[src/rtl/noc_wrr_arbiter.sv]
// Weighted round-robin arbiter for NoC output ports.
// Registered one-hot grant, per-agent weight, wormhole lock.
module noc_wrr_arbiter #(
  parameter int NUM_AGENTS = 4,
  parameter int WEIGHT_W = 4,
  localparam int IDX_W = $clog2(NUM_AGENTS)
) (
  input  logic                           clk,
  input  logic                           rst_n,
  input  logic [NUM_AGENTS-1:0]          request,
  input  logic [NUM_AGENTS-1:0]          lock,
  input  logic [NUM_AGENTS*WEIGHT_W-1:0] weight,
  output logic [NUM_AGENTS-1:0]          grant,
  output logic                           grant_valid,
  output logic [IDX_W-1:0]               grant_idx,
  output logic [WEIGHT_W-1:0]            beat_cnt
);

  typedef enum logic {IDLE, OWN} state_t;

  state_t state, state_n;

  logic [IDX_W-1:0] owner, owner_n;
  logic [IDX_W-1:0] ptr, ptr_n;
  logic [IDX_W-1:0] nxt, start, win;
  logic             hit, rel;

  logic [WEIGHT_W-1:0] beat_n, eff_w, eff_n;
  logic [WEIGHT_W-1:0] w_arr [NUM_AGENTS];
  logic [WEIGHT_W-1:0] w_win, w_sat;

  for (genvar g = 0; g < NUM_AGENTS; g++) begin : g_w
    assign w_arr[g] = weight[g*WEIGHT_W +: WEIGHT_W];
  end

  assign nxt = (owner == IDX_W'(NUM_AGENTS-1))
             ? '0 : owner + 1'b1;

  // Owner's successor is the search origin on release.
  assign start = (state == OWN) ? nxt : ptr;

  always_comb begin
    logic [IDX_W-1:0] j;
    hit = 1'b0;
    win = '0;
    j   = '0;
    for (int i = NUM_AGENTS-1; i >= 0; i--) begin
      j = IDX_W'((int'(start) + i) % NUM_AGENTS);
      if (request[j]) begin
        hit = 1'b1;
        win = j;
      end
    end
  end

  assign w_win = w_arr[win];
  assign w_sat = (w_win == '0) ? WEIGHT_W'(1) : w_win;

  assign rel = !request[owner] ||
               ((beat_cnt >= eff_w) && !lock[owner]);

  always_ff @(posedge clk or negedge rst_n) begin
    if (!rst_n) begin
      state    <= IDLE;
      owner    <= '0;
      ptr      <= '0;
      beat_cnt <= '0;
      eff_w    <= '0;
    end else begin
      state    <= state_n;
      owner    <= owner_n;
      ptr      <= ptr_n;
      beat_cnt <= beat_n;
      eff_w    <= eff_n;
    end
  end

  always_comb begin
    state_n = state;
    owner_n = owner;
    ptr_n   = ptr;
    beat_n  = beat_cnt;
    eff_n   = eff_w;
    unique case (state)
      IDLE: begin
        if (hit) begin
          state_n = OWN;
          owner_n = win;
          beat_n  = WEIGHT_W'(1);
          eff_n   = w_sat;
        end
      end
      OWN: begin
        if (rel) begin
          ptr_n = nxt;
          if (hit) begin
            owner_n = win;
            beat_n  = WEIGHT_W'(1);
            eff_n   = w_sat;
          end else begin
            state_n = IDLE;
            owner_n = '0;
            beat_n  = '0;
          end
        end else if (beat_cnt != '1) begin
          beat_n = beat_cnt + 1'b1;
        end
      end
      default: state_n = IDLE;
    endcase
  end

  assign grant_valid = (state == OWN);
  assign grant_idx   = grant_valid ? owner : '0;
  assign grant = grant_valid
               ? (NUM_AGENTS'(1) << owner) : '0;

endmodule

[config.mk]
export PLATFORM = sky130hd
export DESIGN_NAME = noc_wrr_arbiter
export DESIGN_NICKNAME = d
export VERILOG_FILES = /design/src/rtl/noc_wrr_arbiter.sv
export SDC_FILE = /design/constraint.sdc
export NUM_CORES = 1
export LEC_CHECK = 0
export ABC_AREA = 1
export CAP_MARGIN = 25
export CORE_MARGIN = 2
export CORE_UTILIZATION = 48
export CTS_CLUSTER_DIAMETER = 60
export DETAILED_ROUTE_END_ITERATION = 12
export PLACE_DENSITY_LB_ADDON = 0.15
export SETUP_SLACK_MARGIN = 0.5
export SYNTH_ARGS = -nofsm -noshare
export SYNTH_HDL_FRONTEND = slang
export SYNTH_SLANG_ARGS = --single-unit
[constraint.sdc]
create_clock -name clk -period 2.2 [get_ports clk]
set_input_delay 0.44 -clock clk [delete_from_list [all_inputs] [get_ports clk]]
set_output_delay 0.44 -clock clk [all_outputs]
set_load 0.05 [all_outputs]
# --- After elaboration in Yosys (flattened, before gate mapping) ---
# Index checks and enable logic that the tools add are counted.
word_totals:
  register_bits: 13
  inputBits: 26
  output_inout_bits: 11
  wordCells: 76
op_classes:
  add_sub_neg: 5
  magnitude_cmp: 7
  n_eq_ne: 5
  shift: 1
  mux: 43
  bitwise: 2
  reduce_logical: 8
op_table:
  columns: ["operator", "n"]
  rows:
  - ["$mux W4", 9]
  - ["$mux W2", 10]
  - ["$pmux W4 S2", 2]
  - ["$lt A2 B3 Y1 const B", 5]
  - ["$mux W1", 13]
  - ["$bmux W1 S2", 6]
  - ["$bmux W4 S2", 1]
  - ["$reduce_and A2 Y1", 3]
  - ["$add A2 B1 Y2 const B", 2]
  - ["$add A2 B2 Y2 const B", 2]
  - ["$add A4 B1 Y4 const B", 1]
  - ["$ge A4 B4 Y1", 1]
  - ["$logic_not A4 Y1", 1]
  - ["$ne A4 B4 Y1 const B", 1]
  - ["$pmux W2 S2", 1]
  - ["$shl A1 B2 Y4 const A", 1]
  - ["$ge A3 B3 Y1 const B", 1]
  - ["$ne A3 B1 Y1 const B", 1]
  - ["$not A2 Y3", 1]
  - ["$eq A2 B2 Y1 const B", 1]
  - ["$logic_not A1 Y1", 2]
  - ["$ne A2 B1 Y1 const B", 1]
  - ["$ne A2 B2 Y1 const B", 1]
  - ["$pmux W1 S2", 1]
  - ["other kinds (3)", 3]

# --- Logic depth before layout (Yosys ltp) ---
logic_depth:
  depth_word: 19
  ltp_mapped: 18
  depth_no_buf: 18

# --- Least setup slack after synthesis ---
# Ideal clock, no wire load.
synth_timing:
  path_type: "register to register"
  start: "register beat_cnt[0]"
  end: "register beat_cnt[2]"
  setup_ps: 125
  arrival_time_ps: 1936
  t_required_ps: 2075
  setup_slack_ps: 139
  path_stages_with_launch: 14
  n_path_buf: 0
  synth_period_minus_slack_ps: 2061
  cell_sequence: "dfrtp_1 > inv_1 > ha_1 > nand3_1 > nand3_1 > nand2_1 > nand3_1 > inv_1 > nand2_1 > nand2_1 > inv_1 > nand2_1 > xor2_1 > nor2_1"
synth_between:
  elab_chain_cells: 5
  word_cells_on_any_way: 10
  classes_between: "1 x add/sub; 1 x order compare; 2 x eq/ne; 3 x mux; 3 x reduce/logical"
synth_lines:
  columns: ["element", "line", "text"]
  rows:
  - ["from (decl)", "16", "output logic [WEIGHT_W-1:0] beat_cnt"]
  - ["from (signal assigned)", "73", "beat_cnt <= beat_n;"]
  - ["$ge A4 B4 Y1", "60", "((beat_cnt >= eff_w) && !lock[owner]);"]
  - ["$logic_and A1 B1 Y1", "60", null]
  - ["$logic_or A1 B1 Y1", "59", "assign rel = !request[owner] ||"]
  - ["$mux W4 / $ne A3 B1 Y1 (equally long branches)", null, null]
  - ["$pmux W4 S2 / $reduce_and A2 Y1 (equally long branches)", null, null]
# Several ways; a longest one is shown, not always the timed one. The select of a mux whose other input is x is not followed.
# A chain may end at the register's enable or synchronous reset.

# --- Worst setup path in the final report ---
layout_timing:
  start: "register owner[0]"
  end: "register eff_w[0]"
layout_between:
  elab_chain_cells: 19
  word_cells_on_any_way: 41
  classes_between: "4 x add/sub; 2 x eq/ne; 29 x mux; 1 x bitwise; 5 x reduce/logical"
layout_lines:
  columns: ["element", "line", "text"]
  rows:
  - ["from (decl)", "23", "logic [IDX_W-1:0] owner, owner_n;"]
  - ["from (signal assigned)", "71", "owner <= owner_n;"]
  - ["$add A2 B1 Y2 / $eq A2 B2 Y1 (equally long branches)", "37, 36", null]
  - ["$mux W2 (*)", "37", "? '0 : owner + 1'b1;"]
  - ["net nxt[1]", "25", "logic [IDX_W-1:0] nxt, start, win;"]
  - ["$mux W2 (*)", "40", "assign start = (state == OWN) ? nxt : ptr;"]
  - ["$add A2 B2 Y2", "48", "j = IDX_W'((int'(start) + i) % NUM_AGENTS);"]
  - ["$bmux W1 S2", "49", "if (request[j]) begin"]
  - ["$mux W1 (not written as such)", "49", null]
  - ["$mux W2 (4 in a row)", "49", null]
  - ["$not A2 Y3 (not written as such)", "56", "assign w_win = w_arr[win];"]
  - ["$bmux W4 S2", "56", null]
  - ["$mux W4 (not written as such) (2 in a row)", "56", null]
  - ["$logic_not A4 Y1", "57", "assign w_sat = (w_win == '0) ? WEIGHT_W'(1) : w_win;"]
  - ["$mux W4", "57", null]
  - ["$mux W4 (*)", "86, 96", null]
  - ["$mux W4", "94", "if (rel) begin"]
  - ["$pmux W4 S2 (*)", "84", "unique case (state)"]
  - ["to (signal assigned)", "74", "eff_w <= eff_n;"]
  - ["to (decl)", "28", "logic [WEIGHT_W-1:0] beat_n, eff_w, eff_n;"]
# The timed path passes the listed nets; every way through them passes the cells marked *. The select of a mux whose other input is x is not followed.

==> results.toml <==
[placed_design]
dp.final_hpwl_mm = 2.63
portBuffers = 36
gp_congestion = 0.813

[clocking]
clk_latency_ns = 0.29
clk_pin_slew_ns = 0.10
clockRootBuffer = "clkbuf_4"
numCtsBuffers = 3
htree_levels = 1
cts.sinks = 13
tritoncts = "yes"
cts_max_path_buffers = 2

[synthesis]
netlist.area_leader.share = 0.238
syn_avg_cell_area_um2 = 6.48
synth_warnings = 0
synth_seq_cells = 13
ys_types = 24
syn-instance-count = 211
synth-main-ff-cell = "dfrtp_1"
synth_area_leaders = "dfrtp_1, nand2_1, nand3_1"
syn_area_mm2 = 0.00137
async_flop_share = 1.00
synth_edf_count = 0
synth_nets = 246
synth_seq_area_share = 0.238
yosysTopAreaCell = "dfrtp_1"

[timing]
fin_crit_sh = 0.892
max_freq_ghz = 0.510
worst_clock_skew_ns = 0.00926
hold_viol = 0
drv_slew = 0
slew-limit-headroom = 0.589
rsz0062_at_grt = "true"
period_needed_ns = 1.96
final.setup.tns_ns = 0
finalSetupViolCount = 0
worst_pin_slew_ns = 0.615

[run]
cap_violations = 0

[global_route]
grt_max_degree = 14
gr-usage-all-layers = 0.246
antenna_found_initial = 0
grt_pass1_vias = 1471
grt_overflow = 0
grt_pass1_wl_mm = 6.40

[critical_path]
cp_cell_sequence = "inv_4 > ha_4 > inv_2 > nand2_2 > nand2_4 > nand2_2 > nand2_2 > nand2_2 > nand3_4 > nand2_4 > nand2_8 > nand3_1 > nand3_1 > nand2_2 > nand3_2 > nand2_1"
reg2reg_from = "owner[0]$_DFFE_PN0P_"
slowest_delay_ns = 0.45
worst_setup_path_start_kind = "flip-flop"
crit_top_cell = "nand2_2"
worstPathBufferInverterCount = 2
crit_path_max_fanout = 6
reg2reg_to = "eff_w[0]$_DFFE_PN0P_"
critPathTopFamily = "simple AND/OR/NAND/NOR gates"
crit_required_ns = 2.39
ff2ff_setup_slack_ns = 0.24
cp_data_arrival_time_ns = 2.15
slowest_stage = "dfrtp_2"
end_kind = "flip-flop"
critical_path_class = "reg -> reg"
rr_worst_depth = 16

[routing]
drtIter0Drc = 51
ant_nets = 0
dr_wl_met3_um = 238
dr.pass1.iters = 4
wl_met2_mm = 1.98
dr.max_layer_used = "met4"
via_count = 1613
wl_mm = 4.05
wire_per_inst_um = 13.3
m1WireLength_mm = 1.74
via_per_inst = 5.31
route.detailed.drc = 0

[die]
fp.dieArea_mm2 = 0.00329
start_util = 0.500
rows = 19
die_x_um = 57.4
core_mm2 = 0.00273
io_pins = 37
die_y_um = 57.4

[layout]
drive_gt1_frac = 0.495
area_delta_synth_final_pct = 70.0
num-fill-cells = 168
antenna_cells = 0
nNetsFinal = 309
seqCellArea_um2 = 333
multiInputGateArea_mm2 = 0.00127

[min_path]
hp-class = "in -> async"

[status]
status = "finished, final reports clean"
==> placed cells by master, fill, tap and decap left out, types with 2 or more instances in the layout <==
cell type / Yosys / routed
nand3_2: 4 / 12
buf_6: 1 / 6
nand2_2: 17 / 31
ha_1: 9 / 5
ha_4: 0 / 4
clkbuf_2: 0 / 2
dfrtp_2: 0 / 6
buf_4: 0 / 23
clkbuf_4: 0 / 3
dfrtp_1: 13 / 7
dlygate4sd2_1: 0 / 4
nand2_8: 0 / 3
nand2_1: 67 / 41
clkdlybuf4s50_1: 0 / 22
nand3_4: 0 / 4
a21oi_1: 5 / 4
o21bai_1: 2 / 2
nor2_4: 0 / 2
inv_1: 27 / 16
nor2_1: 8 / 6
inv_2: 3 / 12
o21ai_1: 3 / 5
o21ai_2: 0 / 3
nand2_4: 6 / 15
xor2_1: 2 / 2
nand3_1: 30 / 18
==> synth_stat cells, drive strengths merged (2+ instances only) <==
| master | instances |
|---|---|
| o21ai | 9 |
| a21oi | 5 |
| nand3 | 34 |
| nor2 | 9 |
| ha | 9 |
| xor2 | 2 |
| inv | 30 |
| nand2 | 90 |
| or2 | 2 |
| o21bai | 2 |
| dfrtp | 13 |
==> layer usage <==
metal	vias up	GRT usage
met5	-	0
met4	0	0.0963
met3	14	0.0454
met2	66	0.425
met1	730	0.302
li1	803	-
==> kinds of logic after synthesis <==
group / synth area share
buf+inv: 0.0907
simple gates: 0.502
flops: 0.238
compound gates: 0.0742
fa+ha+maj: 0.0824
xor+xnor: 0.0128
==> repair_timing <==
| item | CTS | global route |
|---|---|---|
| gates cloned | 0 | 0 |
| resized for setup | 53 | 40 |
| setup buffers | 9 | 5 |
| pin swaps | 24 | 26 |
| hold buffers | 0 | 0 |
| endpoints found under the setup margin | 18 | 21 |
==> worst max-delay path by stage <==
stage	from	end	slack [ns]	depth (start not counted)
2_1_floorplan	owner[0]$_DFFE_PN0P_	eff_w[0]$_DFFE_PN0P_	0.33	16
3_3_place_gp	request[3]	beat_cnt[2]$_DFFE_PN0P_	0.03	13
3_5_place_dp	request[3]	beat_cnt[3]$_DFFE_PN0P_	0.002	13
4_1_cts	owner[0]$_DFFE_PN0P_	eff_w[0]$_DFFE_PN0P_	0.26	17
5_1_grt	owner[0]$_DFFE_PN0P_	eff_w[0]$_DFFE_PN0P_	0.12	16
6_report	owner[0]$_DFFE_PN0P_	eff_w[0]$_DFFE_PN0P_	0.24	16
==> cell type report <==
| cell class | count | area share |
|---|---|---|
| Multi-Input combinational cell | 167 | 0.546 |
| Timing Repair Buffer | 59 | 0.231 |
| Sequential cell | 13 | 0.143 |
| Inverter | 30 | 0.0517 |
| Tap cell | 31 | 0.0167 |
| Clock buffer | 4 | 0.0113 |
==> flip-flops by register name, indices dropped and copies added, names as in the netlist <==
signal,cells
eff_w,4
ptr,2
owner,2
grant_valid,1
beat_cnt,4
==> stage by stage <==
stage / area [um^2] / setup slack (ns) / utilization / hold slack, ns / std cells
2_1_floorplan: 1440 / 0.334 / - / 0.144 / 211
3_3_place_gp: 1890 / 0.0322 / 0.692 / 0.476 / 286
3_5_place_dp: 1890 / 0.00160 / 0.692 / 0.488 / 286
4_1_cts: 2130 / 0.264 / 0.780 / 0.507 / 299
5_1_grt: 2320 / 0.121 / 0.849 / 0.550 / 304
6_report: 2320 / 0.237 / 0.849 / 0.522 / 304
Power is left out: the tool's default activity adds up to more than one toggle a clock period on the data nets, which glitch-free logic cannot reach.
